[src/rtl/div_pool_unit_if.sv]
// Command/status bundle between the MulDiv issue logic and div_pool_unit.
// The unit sits on the slave modport; the issuing pipe drives the master side.
interface div_pool_unit_if #(
    parameter int DATA_WIDTH   = 32,
    parameter int NUM_DIV      = 2,
    parameter int AL_PTR_WIDTH = 6,
    parameter int ID_WIDTH     = (NUM_DIV > 1) ? $clog2(NUM_DIV) : 1
);
    logic                    acquire;
    logic [AL_PTR_WIDTH-1:0] acquireAlPtr;
    logic                    acquireGrant;
    logic [ID_WIDTH-1:0]     acquireId;
    logic                    req;
    logic [ID_WIDTH-1:0]     reqId;
    logic [1:0]              reqCode;
    logic [DATA_WIDTH-1:0]   opA;
    logic [DATA_WIDTH-1:0]   opB;
    logic                    releaseEn;   // 'release' is a reserved word
    logic [ID_WIDTH-1:0]     releaseId;
    logic [ID_WIDTH-1:0]     readId;
    logic [DATA_WIDTH-1:0]   dataOut;
    logic                    flushValid;
    logic                    flushAll;
    logic [AL_PTR_WIDTH-1:0] flushHeadPtr;
    logic [AL_PTR_WIDTH-1:0] flushTailPtr;
    logic [NUM_DIV-1:0]      divFree;
    logic [NUM_DIV-1:0]      divReserved;
    logic [NUM_DIV-1:0]      divBusy;
    logic [NUM_DIV-1:0]      divFinished;

    modport master (
        output acquire, acquireAlPtr, req, reqId, reqCode, opA, opB,
               releaseEn, releaseId, readId, flushValid, flushAll,
               flushHeadPtr, flushTailPtr,
        input  acquireGrant, acquireId, dataOut,
               divFree, divReserved, divBusy, divFinished
    );

    modport slave (
        input  acquire, acquireAlPtr, req, reqId, reqCode, opA, opB,
               releaseEn, releaseId, readId, flushValid, flushAll,
               flushHeadPtr, flushTailPtr,
        output acquireGrant, acquireId, dataOut,
               divFree, divReserved, divBusy, divFinished
    );
endinterface

[src/rtl/div_pool_unit.sv]
// Pool of NUM_DIV restoring radix-2 dividers with grant/req/release and active-list flush.
// Optional feature: DIV_POOL_SPECIAL_EARLY_OUT_EN lets div-by-zero and signed overflow finish early.
module div_pool_unit #(
    parameter int DATA_WIDTH   = 32,
    parameter int NUM_DIV      = 2,
    parameter int AL_PTR_WIDTH = 6,
    parameter int ID_WIDTH     = (NUM_DIV > 1) ? $clog2(NUM_DIV) : 1
) (
    input logic          clk,
    input logic          rst,
    div_pool_unit_if.slave bus
);
    localparam int CNT_W = $clog2(DATA_WIDTH);

    typedef enum logic [1:0] {FREE, RESERVED, PROCESSING, WAITING} phase_t;

    phase_t [NUM_DIV-1:0]                 phase_w;
    logic   [NUM_DIV-1:0][DATA_WIDTH-1:0] res_w;

    logic                  grant;
    logic [ID_WIDTH-1:0]   grant_id;
    logic                  sgn, a_neg, b_neg, divz, ovf;
    logic [DATA_WIDTH-1:0] a_mag, b_mag, spc_res;

    function automatic logic in_range(input logic [AL_PTR_WIDTH-1:0] p,
                                      input logic [AL_PTR_WIDTH-1:0] head,
                                      input logic [AL_PTR_WIDTH-1:0] tail);
        if (head < tail)      return (p >= head) && (p < tail);
        else if (head > tail) return (p >= head) || (p < tail);
        else                  return 1'b0;
    endfunction

    // Lowest-index FREE divider wins; a flush cycle never grants.
    always_comb begin
        grant    = 1'b0;
        grant_id = '0;
        for (int i = NUM_DIV - 1; i >= 0; i--) begin
            if (phase_w[i] == FREE) begin
                grant    = 1'b1;
                grant_id = ID_WIDTH'(i);
            end
        end
        if (!bus.acquire || bus.flushValid) begin
            grant    = 1'b0;
            grant_id = '0;
        end
    end

    assign bus.acquireGrant = grant;
    assign bus.acquireId    = grant_id;

    // Operand preparation is shared: at most one req is accepted per cycle.
    always_comb begin
        sgn   = ~bus.reqCode[0];
        a_neg = sgn & bus.opA[DATA_WIDTH-1];
        b_neg = sgn & bus.opB[DATA_WIDTH-1];
        a_mag = a_neg ? -bus.opA : bus.opA;
        b_mag = b_neg ? -bus.opB : bus.opB;
        divz  = (bus.opB == '0);
        ovf   = sgn && (bus.opA == {1'b1, {(DATA_WIDTH-1){1'b0}}}) && (bus.opB == '1);
        if (divz) spc_res = bus.reqCode[1] ? bus.opA : '1;
        else      spc_res = bus.reqCode[1] ? '0 : {1'b1, {(DATA_WIDTH-1){1'b0}}};
    end

    for (genvar i = 0; i < NUM_DIV; i++) begin : g_div
        phase_t                  phase_q;
        logic [AL_PTR_WIDTH-1:0] ptr_q;
        logic [CNT_W-1:0]        cnt_q;
        logic [DATA_WIDTH-1:0]   quo_q, rem_q, dvs_q, res_q, spc_q;
        logic                    negq_q, negr_q, selrem_q, special_q;
        logic [DATA_WIDTH-1:0]   quo_d, rem_d, fin_d;
        logic [DATA_WIDTH:0]     shf, diff;
        logic                    flush_hit;

        assign flush_hit = bus.flushValid && (phase_q != FREE) &&
                           (bus.flushAll || in_range(ptr_q, bus.flushHeadPtr, bus.flushTailPtr));

        // One restoring step: shift the next dividend bit in, subtract if it fits.
        always_comb begin
            shf  = {rem_q, quo_q[DATA_WIDTH-1]};
            diff = shf - {1'b0, dvs_q};
            if (shf >= {1'b0, dvs_q}) begin
                rem_d = diff[DATA_WIDTH-1:0];
                quo_d = {quo_q[DATA_WIDTH-2:0], 1'b1};
            end else begin
                rem_d = shf[DATA_WIDTH-1:0];
                quo_d = {quo_q[DATA_WIDTH-2:0], 1'b0};
            end
            if (special_q)     fin_d = spc_q;
            else if (selrem_q) fin_d = negr_q ? -rem_d : rem_d;
            else               fin_d = negq_q ? -quo_d : quo_d;
        end

        always_ff @(posedge clk) begin
            if (rst) begin
                phase_q   <= FREE;
                ptr_q     <= '0;
                cnt_q     <= '0;
                quo_q     <= '0;
                rem_q     <= '0;
                dvs_q     <= '0;
                res_q     <= '0;
                spc_q     <= '0;
                negq_q    <= 1'b0;
                negr_q    <= 1'b0;
                selrem_q  <= 1'b0;
                special_q <= 1'b0;
            end else if (flush_hit) begin
                phase_q <= FREE;
                cnt_q   <= '0;
            end else begin
                case (phase_q)
                    FREE: if (grant && grant_id == ID_WIDTH'(i)) begin
                        phase_q <= RESERVED;
                        ptr_q   <= bus.acquireAlPtr;
                    end
                    RESERVED: if (bus.req && bus.reqId == ID_WIDTH'(i)) begin
                        phase_q   <= PROCESSING;
                        quo_q     <= a_mag;
                        rem_q     <= '0;
                        dvs_q     <= b_mag;
                        negq_q    <= a_neg ^ b_neg;
                        negr_q    <= a_neg;
                        selrem_q  <= bus.reqCode[1];
                        special_q <= divz | ovf;
                        spc_q     <= spc_res;
`ifdef DIV_POOL_SPECIAL_EARLY_OUT_EN
                        cnt_q     <= (divz | ovf) ? CNT_W'(DATA_WIDTH - 1) : '0;
`else
                        cnt_q     <= '0;
`endif
                    end
                    PROCESSING: begin
                        quo_q <= quo_d;
                        rem_q <= rem_d;
                        cnt_q <= cnt_q + 1'b1;
                        if (cnt_q == CNT_W'(DATA_WIDTH - 1)) begin
                            phase_q <= WAITING;
                            res_q   <= fin_d;
                        end
                    end
                    WAITING: if (bus.releaseEn && bus.releaseId == ID_WIDTH'(i)) phase_q <= FREE;
                    default: phase_q <= FREE;
                endcase
            end
        end

        assign phase_w[i]         = phase_q;
        assign res_w[i]           = res_q;
        assign bus.divFree[i]     = (phase_q == FREE);
        assign bus.divReserved[i] = (phase_q == RESERVED);
        assign bus.divBusy[i]     = (phase_q == PROCESSING);
        assign bus.divFinished[i] = (phase_q == WAITING);
    end

    always_comb begin
        bus.dataOut = '0;
        for (int i = 0; i < NUM_DIV; i++)
            if (bus.readId == ID_WIDTH'(i)) bus.dataOut = res_w[i];
    end
endmodule

[src/flat_wrapper.sv]
// flat-port wrapper written by rule: the top's interface ports become plain ports
module div_pool_unit_flat 
#(
    parameter int DATA_WIDTH   = 32,
    parameter int NUM_DIV      = 2,
    parameter int AL_PTR_WIDTH = 6,
    parameter int ID_WIDTH     = (NUM_DIV > 1) ? $clog2(NUM_DIV) : 1
)
  (clk, rst, bus_acquire, bus_acquireAlPtr, bus_req, bus_reqId, bus_reqCode, bus_opA, bus_opB, bus_releaseEn, bus_releaseId, bus_readId, bus_flushValid, bus_flushAll, bus_flushHeadPtr, bus_flushTailPtr, bus_acquireGrant, bus_acquireId, bus_dataOut, bus_divFree, bus_divReserved, bus_divBusy, bus_divFinished);
  div_pool_unit_if #(.DATA_WIDTH(DATA_WIDTH), .NUM_DIV(NUM_DIV), .AL_PTR_WIDTH(AL_PTR_WIDTH), .ID_WIDTH(ID_WIDTH)) bus_i ();
  input logic clk;
  input logic rst;
  input wire logic [$bits(bus_i.acquire)-1:0] bus_acquire;
  input wire logic [$bits(bus_i.acquireAlPtr)-1:0] bus_acquireAlPtr;
  input wire logic [$bits(bus_i.req)-1:0] bus_req;
  input wire logic [$bits(bus_i.reqId)-1:0] bus_reqId;
  input wire logic [$bits(bus_i.reqCode)-1:0] bus_reqCode;
  input wire logic [$bits(bus_i.opA)-1:0] bus_opA;
  input wire logic [$bits(bus_i.opB)-1:0] bus_opB;
  input wire logic [$bits(bus_i.releaseEn)-1:0] bus_releaseEn;
  input wire logic [$bits(bus_i.releaseId)-1:0] bus_releaseId;
  input wire logic [$bits(bus_i.readId)-1:0] bus_readId;
  input wire logic [$bits(bus_i.flushValid)-1:0] bus_flushValid;
  input wire logic [$bits(bus_i.flushAll)-1:0] bus_flushAll;
  input wire logic [$bits(bus_i.flushHeadPtr)-1:0] bus_flushHeadPtr;
  input wire logic [$bits(bus_i.flushTailPtr)-1:0] bus_flushTailPtr;
  output wire logic [$bits(bus_i.acquireGrant)-1:0] bus_acquireGrant;
  output wire logic [$bits(bus_i.acquireId)-1:0] bus_acquireId;
  output wire logic [$bits(bus_i.dataOut)-1:0] bus_dataOut;
  output wire logic [$bits(bus_i.divFree)-1:0] bus_divFree;
  output wire logic [$bits(bus_i.divReserved)-1:0] bus_divReserved;
  output wire logic [$bits(bus_i.divBusy)-1:0] bus_divBusy;
  output wire logic [$bits(bus_i.divFinished)-1:0] bus_divFinished;
  assign bus_i.acquire = bus_acquire;
  assign bus_i.acquireAlPtr = bus_acquireAlPtr;
  assign bus_i.req = bus_req;
  assign bus_i.reqId = bus_reqId;
  assign bus_i.reqCode = bus_reqCode;
  assign bus_i.opA = bus_opA;
  assign bus_i.opB = bus_opB;
  assign bus_i.releaseEn = bus_releaseEn;
  assign bus_i.releaseId = bus_releaseId;
  assign bus_i.readId = bus_readId;
  assign bus_i.flushValid = bus_flushValid;
  assign bus_i.flushAll = bus_flushAll;
  assign bus_i.flushHeadPtr = bus_flushHeadPtr;
  assign bus_i.flushTailPtr = bus_flushTailPtr;
  assign bus_acquireGrant = bus_i.acquireGrant;
  assign bus_acquireId = bus_i.acquireId;
  assign bus_dataOut = bus_i.dataOut;
  assign bus_divFree = bus_i.divFree;
  assign bus_divReserved = bus_i.divReserved;
  assign bus_divBusy = bus_i.divBusy;
  assign bus_divFinished = bus_i.divFinished;
  div_pool_unit #(.DATA_WIDTH(DATA_WIDTH), .NUM_DIV(NUM_DIV), .AL_PTR_WIDTH(AL_PTR_WIDTH), .ID_WIDTH(ID_WIDTH)) u_core (.clk(clk), .rst(rst), .bus(bus_i));
endmodule
[config.mk]
export PLATFORM = sky130hd
export DESIGN_NAME = div_pool_unit_flat
export DESIGN_NICKNAME = d
export VERILOG_FILES = /design/src/rtl/div_pool_unit_if.sv /design/src/rtl/div_pool_unit.sv /design/src/flat_wrapper.sv
export SDC_FILE = /design/constraint.sdc
export NUM_CORES = 1
export LEC_CHECK = 0
export ABC_AREA = 1
export ABC_CLOCK_PERIOD_IN_PS = 7200
export CAP_MARGIN = 15
export CELL_PAD_IN_SITES_DETAIL_PLACEMENT = 0
export CELL_PAD_IN_SITES_GLOBAL_PLACEMENT = 1
export CORE_ASPECT_RATIO = 0.8
export CORE_MARGIN = 10
export CORE_UTILIZATION = 35
export DETAILED_ROUTE_END_ITERATION = 6
export DONT_BUFFER_PORTS = 1
export MAX_ROUTING_LAYER = met4
export PLACE_DENSITY_LB_ADDON = 0.1
export SLEW_MARGIN = 20
export SYNTH_ARGS = -nofsm -noshare
export SYNTH_HDL_FRONTEND = slang
export SYNTH_SLANG_ARGS = --single-unit
[constraint.sdc]
create_clock -name clk -period 7.2 [get_ports clk]
set_input_delay 1.44 -clock clk [delete_from_list [all_inputs] [get_ports clk]]
set_output_delay 1.44 -clock clk [all_outputs]
set_load 0.05 [all_outputs]
==> results of run 1 <==
[area by class of cell]
type                       count  area [um^2]
antenna                        3         7.51
clock buffer                  62         1280
clock inverter                17          210
fill                        8616        46500
inverter                     529         1990
multi-input combinational   3318        16600
sequential                   354         7090
tap                         1012         1270
timing repair buffer          37          278
[synthesized netlist by cell type, drive strengths merged (3+ instances only)]
cell type / instances / area share (%)
nand2: 1199 / 17
inv: 520 / 7.4
nor2: 492 / 7.2
a21oi: 445 / 8.5
o21ai: 394 / 7.5
dfxtp: 354 / 27
nand3: 276 / 5.3
clkbuf: 156 / 2.2
ha: 112 / 5.3
xor2: 76 / 2.5
a31oi: 58 / 1.4
nand4: 46 / 1.1
nor3: 44 / 0.85
buf: 38 / 1.1
mux2: 30 / 1.3
o211ai: 26 / 0.74
a211oi: 19 / 0.54
o21bai: 18 / 0.51
nand3b: 15 / 0.42
nor4: 13 / 0.36
or2: 12 / 0.28
xnor2: 11 / 0.36
clkinv: 9 / 0.13
a22oi: 7 / 0.20
o31ai: 6 / 0.17
o21a: 3 / 0.085
[kinds of logic (layout without fill, tap and decap cells)]
logic type / count (synthesis) / count (layout)
AO/OA/AOI/OAI: 989 / 989
XOR/XNOR: 87 / 87
adder cells (fa/ha/maj): 114 / 114
buffers and inverters: 723 / 645
flip-flops: 354 / 354
multiplexers: 30 / 30
other: 0 / 3
AND/OR/NAND/NOR: 2098 / 2098
[metal layers]
layer | up-vias | routed length [um] | track usage, % | part of all wire [%]
met4 | 0 | 1910 | 4.60 | 1.7
li1 | 14128 | - | - | -
met3 | 95 | 10200 | 5.49 | 8.8
met5 | - | 0 | - | 0
met1 | 12935 | 58300 | 39.2 | 51
met2 | 918 | 45000 | 35.3 | 39
[worst min-delay path by stage]
stage | endpoint | cells after the start | startpoint | slack [ns]
after floorplan | u_core.g_div[0].res_q[1] | 2 | u_core.g_div[0].res_q[1] | 0.42
after global placement | u_core.g_div[0].spc_q[15] | 2 | u_core.g_div[0].spc_q[15] | 0.44
after detailed placement | u_core.g_div[0].spc_q[17] | 2 | u_core.g_div[0].spc_q[17] | 0.45
after CTS | u_core.g_div[0].spc_q[17] | 2 | u_core.g_div[0].spc_q[17] | 0.46
after global routing | u_core.g_div[1].spc_q[11] | 2 | u_core.g_div[1].spc_q[11] | 0.48
final | u_core.g_div[1].spc_q[11] | 2 | u_core.g_div[1].spc_q[11] | 0.46
[state kept, by name, summed over array words and instances, names as in the netlist, 4 cells and up]
register and count:
u_core.g_div.dvs_q 64, u_core.g_div.cnt_q 10, u_core.g_div.quo_q 64, u_core.g_div.spc_q 64
u_core.g_div.res_q 64, u_core.g_div.ptr_q 12, u_core.g_div.rem_q 64, u_core.g_div.phase_q 4
[critical path, stage by stage, from the launching register on]
cell and delay (ns):
dfxtp_1 0.50, ha_1 0.34, nand2_1 0.09, nand2_1 0.06, a21oi_1 0.28, o21bai_1 0.15, inv_2 0.08, nand2_2 0.07
nand2_4 0.16, nand2_8 0.25, inv_2 0.54, ha_1 0.30, nand3_1 0.14, nor3_1 0.25, nand3_1 0.15, nor3_1 0.33
nand3_1 0.17, nand2_1 0.15, o21ai_0 0.14, nor2_1 0.20, o21ai_0 0.15, o21ai_0 0.17, a21oi_1 0.06, nor2_1 0.09
nand2_1 0.06, nand2_1 0.06, a21oi_1 0.05
[cell usage in the layout, fill, tap and decap left out, types with 7 or more instances in the layout]
master     count
clkbuf_8       9
a31oi_1       58
inv_1        498
nor4_1        12
xnor2_1       11
nand4_1       46
buf_4         37
inv_2         21
nand2_1     1164
nor2_2        27
xor2_1        76
nand3b_1      15
a22oi_1        7
clkbuf_1       8
a21oi_1      440
o21ai_0      368
mux2_2        30
dfxtp_1      354
clkinv_1       9
a211oi_1      19
o211ai_1      26
or2_1          8
o21ai_1       20
nand3_1      270
clkbuf_16     45
ha_1         110
o21bai_1      18
nor3_1        41
nand2_2       29
nor2_1       463
[per-stage QoR]
stage	cells	utilization, %	hold WS, ns	setup slack, ns
floorplan	4395	-	0.424	2.81
global placement	5250	36.2	0.444	2.24
detailed placement	5250	36.2	0.447	2.17
CTS	5329	38.2	0.457	2.15
global route	5330	38.2	0.480	1.47
finish	5332	38.2	0.460	2.02
==> flow_metrics.env, run 1 <==
export IMPL_nets=4491
export IMPL_cp_arrival_ns=5.63
export IMPL_synthAdderAreaFrac_pct=5.43
export IMPL_core_area_um2=75200
export IMPL_postSynthAreaPerCell_um2=6.04
export IMPL_antenna_found_initial=1
export IMPL_r2r_setup_slack_ns=2.02
export IMPL_grt_ovfl_total=0
export IMPL_synthXorXnorAreaFrac_pct=2.87
export IMPL_cts_hold_fix_buffers=0
export IMPL_run_status="complete, no violations"
export IMPL_place_gp_congestion=0.968
export IMPL_crit_path_end="u_core.g_div[0].res_q[26]"
export IMPL_clkLatencyLatePin_ns=0.58
export IMPL_dpl_cell_area_um2=27300
export IMPL_r2r_start="u_core.g_div[0].rem_q[9]"
export IMPL_die_y_um=266
export IMPL_drt_wirelength_per_cell_um=21.6
export IMPL_routed_wl_um=115000
export IMPL_crit_fanout=53
export IMPL_postCtsResizedCells=0
export IMPL_cap_violations=0
export IMPL_syn_nets=4603
export IMPL_grt_pass1_wl_um=170000
export IMPL_finalCritPeriodShare_pct=71.9
export IMPL_start_util_pct=35.3
export IMPL_reg2reg_depth=26
export IMPL_dr_pass1_iters=5
export IMPL_synthMuxAreaShare_pct=1.27
export IMPL_tightestPinTransition_ns=1.07
export IMPL_layout_drive_gt1_share_pct=5.79
export IMPL_fin_area_um2=28800
export IMPL_vias_per_cell=5.27
export IMPL_grt_usage_pct=26.2
export IMPL_finalHoldViolCount=0
export IMPL_dp_hpwl_um=89700
export IMPL_startpoint_type="register"
export IMPL_worstHoldPathType="register to register"
export IMPL_dieArea_um2=87300
export IMPL_slew_headroom_pct=28.8
export IMPL_h_tree_depth=2
export IMPL_root_buffer="clkbuf_16"
export IMPL_clk_pin_slew_ns=0.06
export IMPL_syn_inst=4395
export IMPL_clockBufferDepth=3
export IMPL_setup_worst_path_start="u_core.g_div[0].rem_q[9]"
export IMPL_cts_tree="done"
export IMPL_cp_required_ns=7.65
export IMPL_cts_sinks=354
export IMPL_ios=136
export IMPL_synth_edff_count=0
export IMPL_row_count=90
export IMPL_setup_violations=0
export IMPL_first_global_vias=25463
export IMPL_post_cts_buffers=0
export IMPL_r2r_end="u_core.g_div[0].res_q[26]"
export IMPL_end_kind="register"
export IMPL_skew_ns=0.0225
export IMPL_clock_fmax_mhz=193
export IMPL_io_buffer_count=0
export IMPL_ant_nets=0
export IMPL_numCtsBuffers=43
export IMPL_drtIter0Drc=3002
export IMPL_fin_crit_ns=5.18
export IMPL_yosys_area_share_simple_pct=32.9
export IMPL_rsz0062_at_grt="no"
export IMPL_area_growth_pct=8.40
export IMPL_ys_types=57
export IMPL_fin_tns_setup_ns=0
export IMPL_drc=0
export IMPL_synthFlopType="dfxtp_1"
export IMPL_yosys_warnings=0
export IMPL_crit_type="register to register"
export IMPL_synth_top_family_by_area="simple AND/OR/NAND/NOR gates"
export IMPL_grt_max_degree=124
export IMPL_async_flop_share_pct=0
export IMPL_ys_ff_latch=354
export IMPL_synth_compound_area_share_pct=20.0
export IMPL_via_count=28076
export IMPL_yosysSeqAreaShare_pct=26.7
export IMPL_fp_dieW_um=328
export IMPL_drv_slew=0
export IMPL_synth_area_um2=26500
Power of run 1 is left out: the tool's default activity adds up to more than one toggle a clock period on the data nets, which glitch-free logic cannot reach.
==> run 2, diff against run 1 <==
--- a/config.mk
+++ b/config.mk
@@ -6,7 +6,7 @@
 export NUM_CORES = 1
 export LEC_CHECK = 0
 export ABC_AREA = 1
-export ABC_CLOCK_PERIOD_IN_PS = 7200
+export ABC_CLOCK_PERIOD_IN_PS = 4500
 export CAP_MARGIN = 15
 export CELL_PAD_IN_SITES_DETAIL_PLACEMENT = 0
 export CELL_PAD_IN_SITES_GLOBAL_PLACEMENT = 1
==> constraint.sdc (replaced) <==
create_clock -name clk -period 4.5 [get_ports clk]
set_input_delay 0.9 -clock clk [delete_from_list [all_inputs] [get_ports clk]]
set_output_delay 0.9 -clock clk [all_outputs]
set_load 0.05 [all_outputs]
==> flow_metrics.env, run 2 (synthesis results as in run 1) <==
export IMPL_rsz0062_at_grt="no"
export IMPL_end_kind="register"
export IMPL_via_count=28349
export IMPL_drtIter0Drc=2757
export IMPL_cts_hold_fix_buffers=0
export IMPL_grt_usage_pct=26.2
export IMPL_grt_max_degree=124
export IMPL_dp_hpwl_um=90800
export IMPL_setup_worst_path_start="u_core.g_div[0].rem_q[12]"
export IMPL_root_buffer="clkbuf_16"
export IMPL_row_count=90
export IMPL_cp_arrival_ns=4.62
export IMPL_nets=4526
export IMPL_final_cell_mix="nand2_1, inv_1, nor2_1, a21oi_1, o21ai_0"
export IMPL_setup_violations=0
export IMPL_layoutNonFillerInstCount=5359
export IMPL_fin_tns_setup_ns=0
export IMPL_layout_drive_gt1_share_pct=6.56
export IMPL_startpoint_type="register"
export IMPL_place_gp_congestion=0.971
export IMPL_clock_fmax_mhz=245
export IMPL_drc=0
export IMPL_cap_violations=0
export IMPL_vias_per_cell=5.29
export IMPL_first_global_vias=25790
export IMPL_fp_dieW_um=328
export IMPL_crit_fanout=46
export IMPL_die_y_um=266
export IMPL_crit_type="register to register"
export IMPL_clockBufferDepth=3
export IMPL_finalCritPeriodShare_pct=90.8
export IMPL_dr_pass1_iters=6
export IMPL_timing_hold_ws_ns=0.391
export IMPL_dp_cells=5285
export IMPL_core_area_um2=75200
export IMPL_antenna_found_initial=4
export IMPL_grt_pass1_wl_um=170000
export IMPL_final_util_pct=38.6
export IMPL_layout_commonest_cell="nand2_1"
export IMPL_run_status="complete, no violations"
export IMPL_worstHoldPathType="primary input to register"
export IMPL_tightestPinTransition_ns=1.06
export IMPL_hp_start="rst"
export IMPL_cp_required_ns=5.03
export IMPL_io_buffer_count=0
export IMPL_area_growth_pct=9.39
export IMPL_start_util_pct=35.3
export IMPL_fin_crit_ns=4.09
export IMPL_ios=136
export IMPL_dieArea_um2=87300
export IMPL_clk_pin_slew_ns=0.06
export IMPL_cts_tree="done"
export IMPL_routed_wl_um=115000
export IMPL_skew_ns=0.0263
export IMPL_h_tree_depth=2
export IMPL_cts_sinks=354
export IMPL_slew_headroom_pct=29.0
export IMPL_clkLatencyLatePin_ns=0.61
export IMPL_numCtsBuffers=43
export IMPL_drt_wirelength_per_cell_um=21.5
export IMPL_r2r_start="u_core.g_div[0].rem_q[12]"
export IMPL_finalHoldViolCount=0
export IMPL_ant_nets=0
export IMPL_grt_ovfl_total=0
export IMPL_drv_slew=0
-- run 2: final cells by class --
cell class / instances / area (um^2)
clock buffers: 62 / 1230
fillers: 8546 / 46200
well taps: 1012 / 1270
multi-input cells: 3318 / 16700
repair buffers: 72 / 611
flip-flops and latches: 354 / 7090
diodes: 2 / 5.00
inverters: 529 / 1990
clock inverters: 10 / 146
-- run 2: critical path: stages (launching register included) --
cell,delay (ns)
dfxtp_1,0.39
ha_1,0.46
nand2_1,0.11
nor2_1,0.25
nand2_1,0.13
nor2_2,0.13
nand2_1,0.11
nor2_2,0.14
nor2_4,0.07
nand2_8,0.09
buf_6,0.37
nor2_1,0.07
nor2_1,0.39
nor2_1,0.14
nand2_1,0.16
nor2_1,0.06
nand3_1,0.09
nand2_1,0.06
nand2_1,0.08
nand3_1,0.15
nand3_1,0.28
nand2_1,0.15
a21oi_1,0.14
-- run 2: final timing paths --
check                              end  slack [ns]  cells after the start
max          u_core.g_div[0].res_q[21]        0.41                     22
min          u_core.g_div[0].quo_q[21]        0.39                      1
max reg2reg  u_core.g_div[0].res_q[21]        0.41                     22
min reg2reg  u_core.g_div[0].spc_q[15]        0.46                      2
-- run 2: repair_timing --
item | 4_1_cts | 5_1_grt
buffers inserted | 0 | 0
gates resized for setup | 0 | 14
endpoints found under the setup margin | 0 | 13
endpoints found under the hold margin | 0 | 0
-- run 2: metal layers --
layer	vias up	wire length, um	GRT usage [%]
met5	-	0	-
met3	98	10000	5.26
met4	0	2040	4.91
li1	14178	-	-
met1	13122	58800	39.3
met2	951	44600	35.4
-- run 2: metrics by stage --
| step | worst slack [ns] | area, um^2 |
|---|---|---|
| finish | 0.412 | 29000 |
| global route | 0.00537 | 29000 |
| CTS | 0.214 | 29000 |
| detailed placement | 0.203 | 27600 |
| global placement | 0.253 | 27600 |
| floorplan | 0.572 | 26500 |
Power of run 2 is left out for the same reason.
==> run 3, diff against run 2 <==
--- a/config.mk
+++ b/config.mk
@@ -13,6 +13,7 @@
 export CORE_ASPECT_RATIO = 0.8
 export CORE_MARGIN = 10
 export CORE_UTILIZATION = 35
+export CTS_CLUSTER_DIAMETER = 80
 export DETAILED_ROUTE_END_ITERATION = 6
 export DONT_BUFFER_PORTS = 1
 export MAX_ROUTING_LAYER = met4
==> flow_metrics.env, run 3 (synthesis results as in run 1) <==
export IMPL_grt_ovfl_total=0
export IMPL_fin_crit_ns=4.17
export IMPL_post_cts_buffers=0
export IMPL_crit_type="register to register"
export IMPL_row_count=90
export IMPL_dieArea_um2=87300
export IMPL_wl_met1_um=58000
export IMPL_skew_ns=0.0239
export IMPL_root_buffer="clkbuf_16"
export IMPL_cp_required_ns=5.03
export IMPL_grt_max_degree=124
export IMPL_reg2reg_depth=22
export IMPL_layout_commonest_cell="nand2_1"
export IMPL_fp_dieW_um=328
export IMPL_run_status="complete, no violations"
export IMPL_slew_headroom_pct=29.9
export IMPL_tightestPinTransition_ns=1.05
export IMPL_io_buffer_count=0
export IMPL_dp_hpwl_um=90800
export IMPL_ant_nets=0
export IMPL_worstHoldPathType="primary input to register"
export IMPL_grt_pass1_wl_um=170000
export IMPL_cap_violations=0
export IMPL_cts_tree="done"
export IMPL_layout_drive_gt1_share_pct=6.65
export IMPL_place_gp_congestion=0.971
export IMPL_numCtsBuffers=44
export IMPL_drv_slew=0
export IMPL_cts_hold_fix_buffers=0
export IMPL_via_count=28261
export IMPL_multi_input_area_um2=16700
export IMPL_h_tree_depth=2
export IMPL_clockBufferDepth=3
export IMPL_dr_pass1_iters=6
export IMPL_pre_cts_slack_ns=0.203
export IMPL_start_util_pct=35.3
export IMPL_drc=0
export IMPL_fin_tns_setup_ns=0
export IMPL_timing_hold_ws_ns=0.399
export IMPL_clkLatencyLatePin_ns=0.60
export IMPL_cp_arrival_ns=4.70
export IMPL_drt_wirelength_per_cell_um=21.5
export IMPL_fin_area_um2=29100
export IMPL_die_y_um=266
export IMPL_grt_usage_pct=26.2
export IMPL_ff_latch_area_um2=7090
export IMPL_drtIter0Drc=2771
export IMPL_nets=4527
export IMPL_dpl_cell_area_um2=27600
export IMPL_highest_layer="met4"
export IMPL_vias_per_cell=5.27
export IMPL_setup_violations=0
export IMPL_end_kind="register"
export IMPL_clk_pin_slew_ns=0.06
export IMPL_wl_met2_um=43900
export IMPL_routed_wl_um=115000
export IMPL_crit_fanout=46
export IMPL_finalHoldViolCount=0
export IMPL_fillers=8533
export IMPL_final_cell_mix="nand2_1, inv_1, nor2_1, a21oi_1, o21ai_0"
export IMPL_ios=136
export IMPL_postCtsResizedCells=0
export IMPL_antenna_found_initial=5
export IMPL_layout_setup_ws_ns=0.328
export IMPL_cts_sinks=354
export IMPL_core_area_um2=75200
export IMPL_finalCritPeriodShare_pct=92.7
export IMPL_rsz0062_at_grt="no"
export IMPL_startpoint_type="register"
export IMPL_min_path_cells=1
export IMPL_clock_fmax_mhz=240
export IMPL_route_met3_wl_um=11000
export IMPL_area_growth_pct=9.75
export IMPL_first_global_vias=25815
==> run 3: worst paths after layout <==
kind,slack (ns),start,end
max,0.33,u_core.g_div[0].rem_q[12],u_core.g_div[0].res_q[21]
min,0.40,rst,u_core.g_div[0].rem_q[27]
max reg2reg,0.33,u_core.g_div[0].rem_q[12],u_core.g_div[0].res_q[21]
min reg2reg,0.46,u_core.g_div[0].spc_q[15],u_core.g_div[0].spc_q[15]
==> run 3: per-layer routing <==
metal | global-route usage, % | vias to the layer above
met5 | - | -
met4 | 5.87 | 0
met3 | 7.07 | 117
met2 | 34.9 | 945
met1 | 38.2 | 13020
li1 | - | 14179
==> run 3: layout make-up <==
cell class / count / area share [%]
antenna: 3 / 0.0258
clock inverter: 11 / 0.602
clock buffer: 65 / 4.44
inverter: 529 / 6.84
sequential: 354 / 24.3
multi-input combinational: 3318 / 57.3
timing repair buffer: 72 / 2.10
tap: 1012 / 4.35
==> run 3: critical path, cell delays in order (launching register included) <==
cell and delay [ns]:
dfxtp_1 0.39, ha_1 0.46, nand2_1 0.11, nor2_1 0.25
nand2_1 0.13, nor2_2 0.13, nand2_1 0.12, nor2_2 0.14
nor2_4 0.07, nand2_8 0.09, buf_6 0.38, nor2_1 0.07
nor2_1 0.40, nor2_1 0.13, nand2_1 0.16, nor2_1 0.06
nand3_1 0.09, nand2_1 0.06, nand2_1 0.08, nand3_1 0.17
nand3_1 0.29, nand2_1 0.15, a21oi_1 0.14
==> run 3: through the flow <==
step                      utilization, %  instances
after global routing                38.7       5364
after global placement              36.7       5285
after detailed placement            36.7       5285
after CTS                           38.6       5361
after floorplan                        -       4395
final                               38.7       5364
Power of run 3 is left out for the same reason.
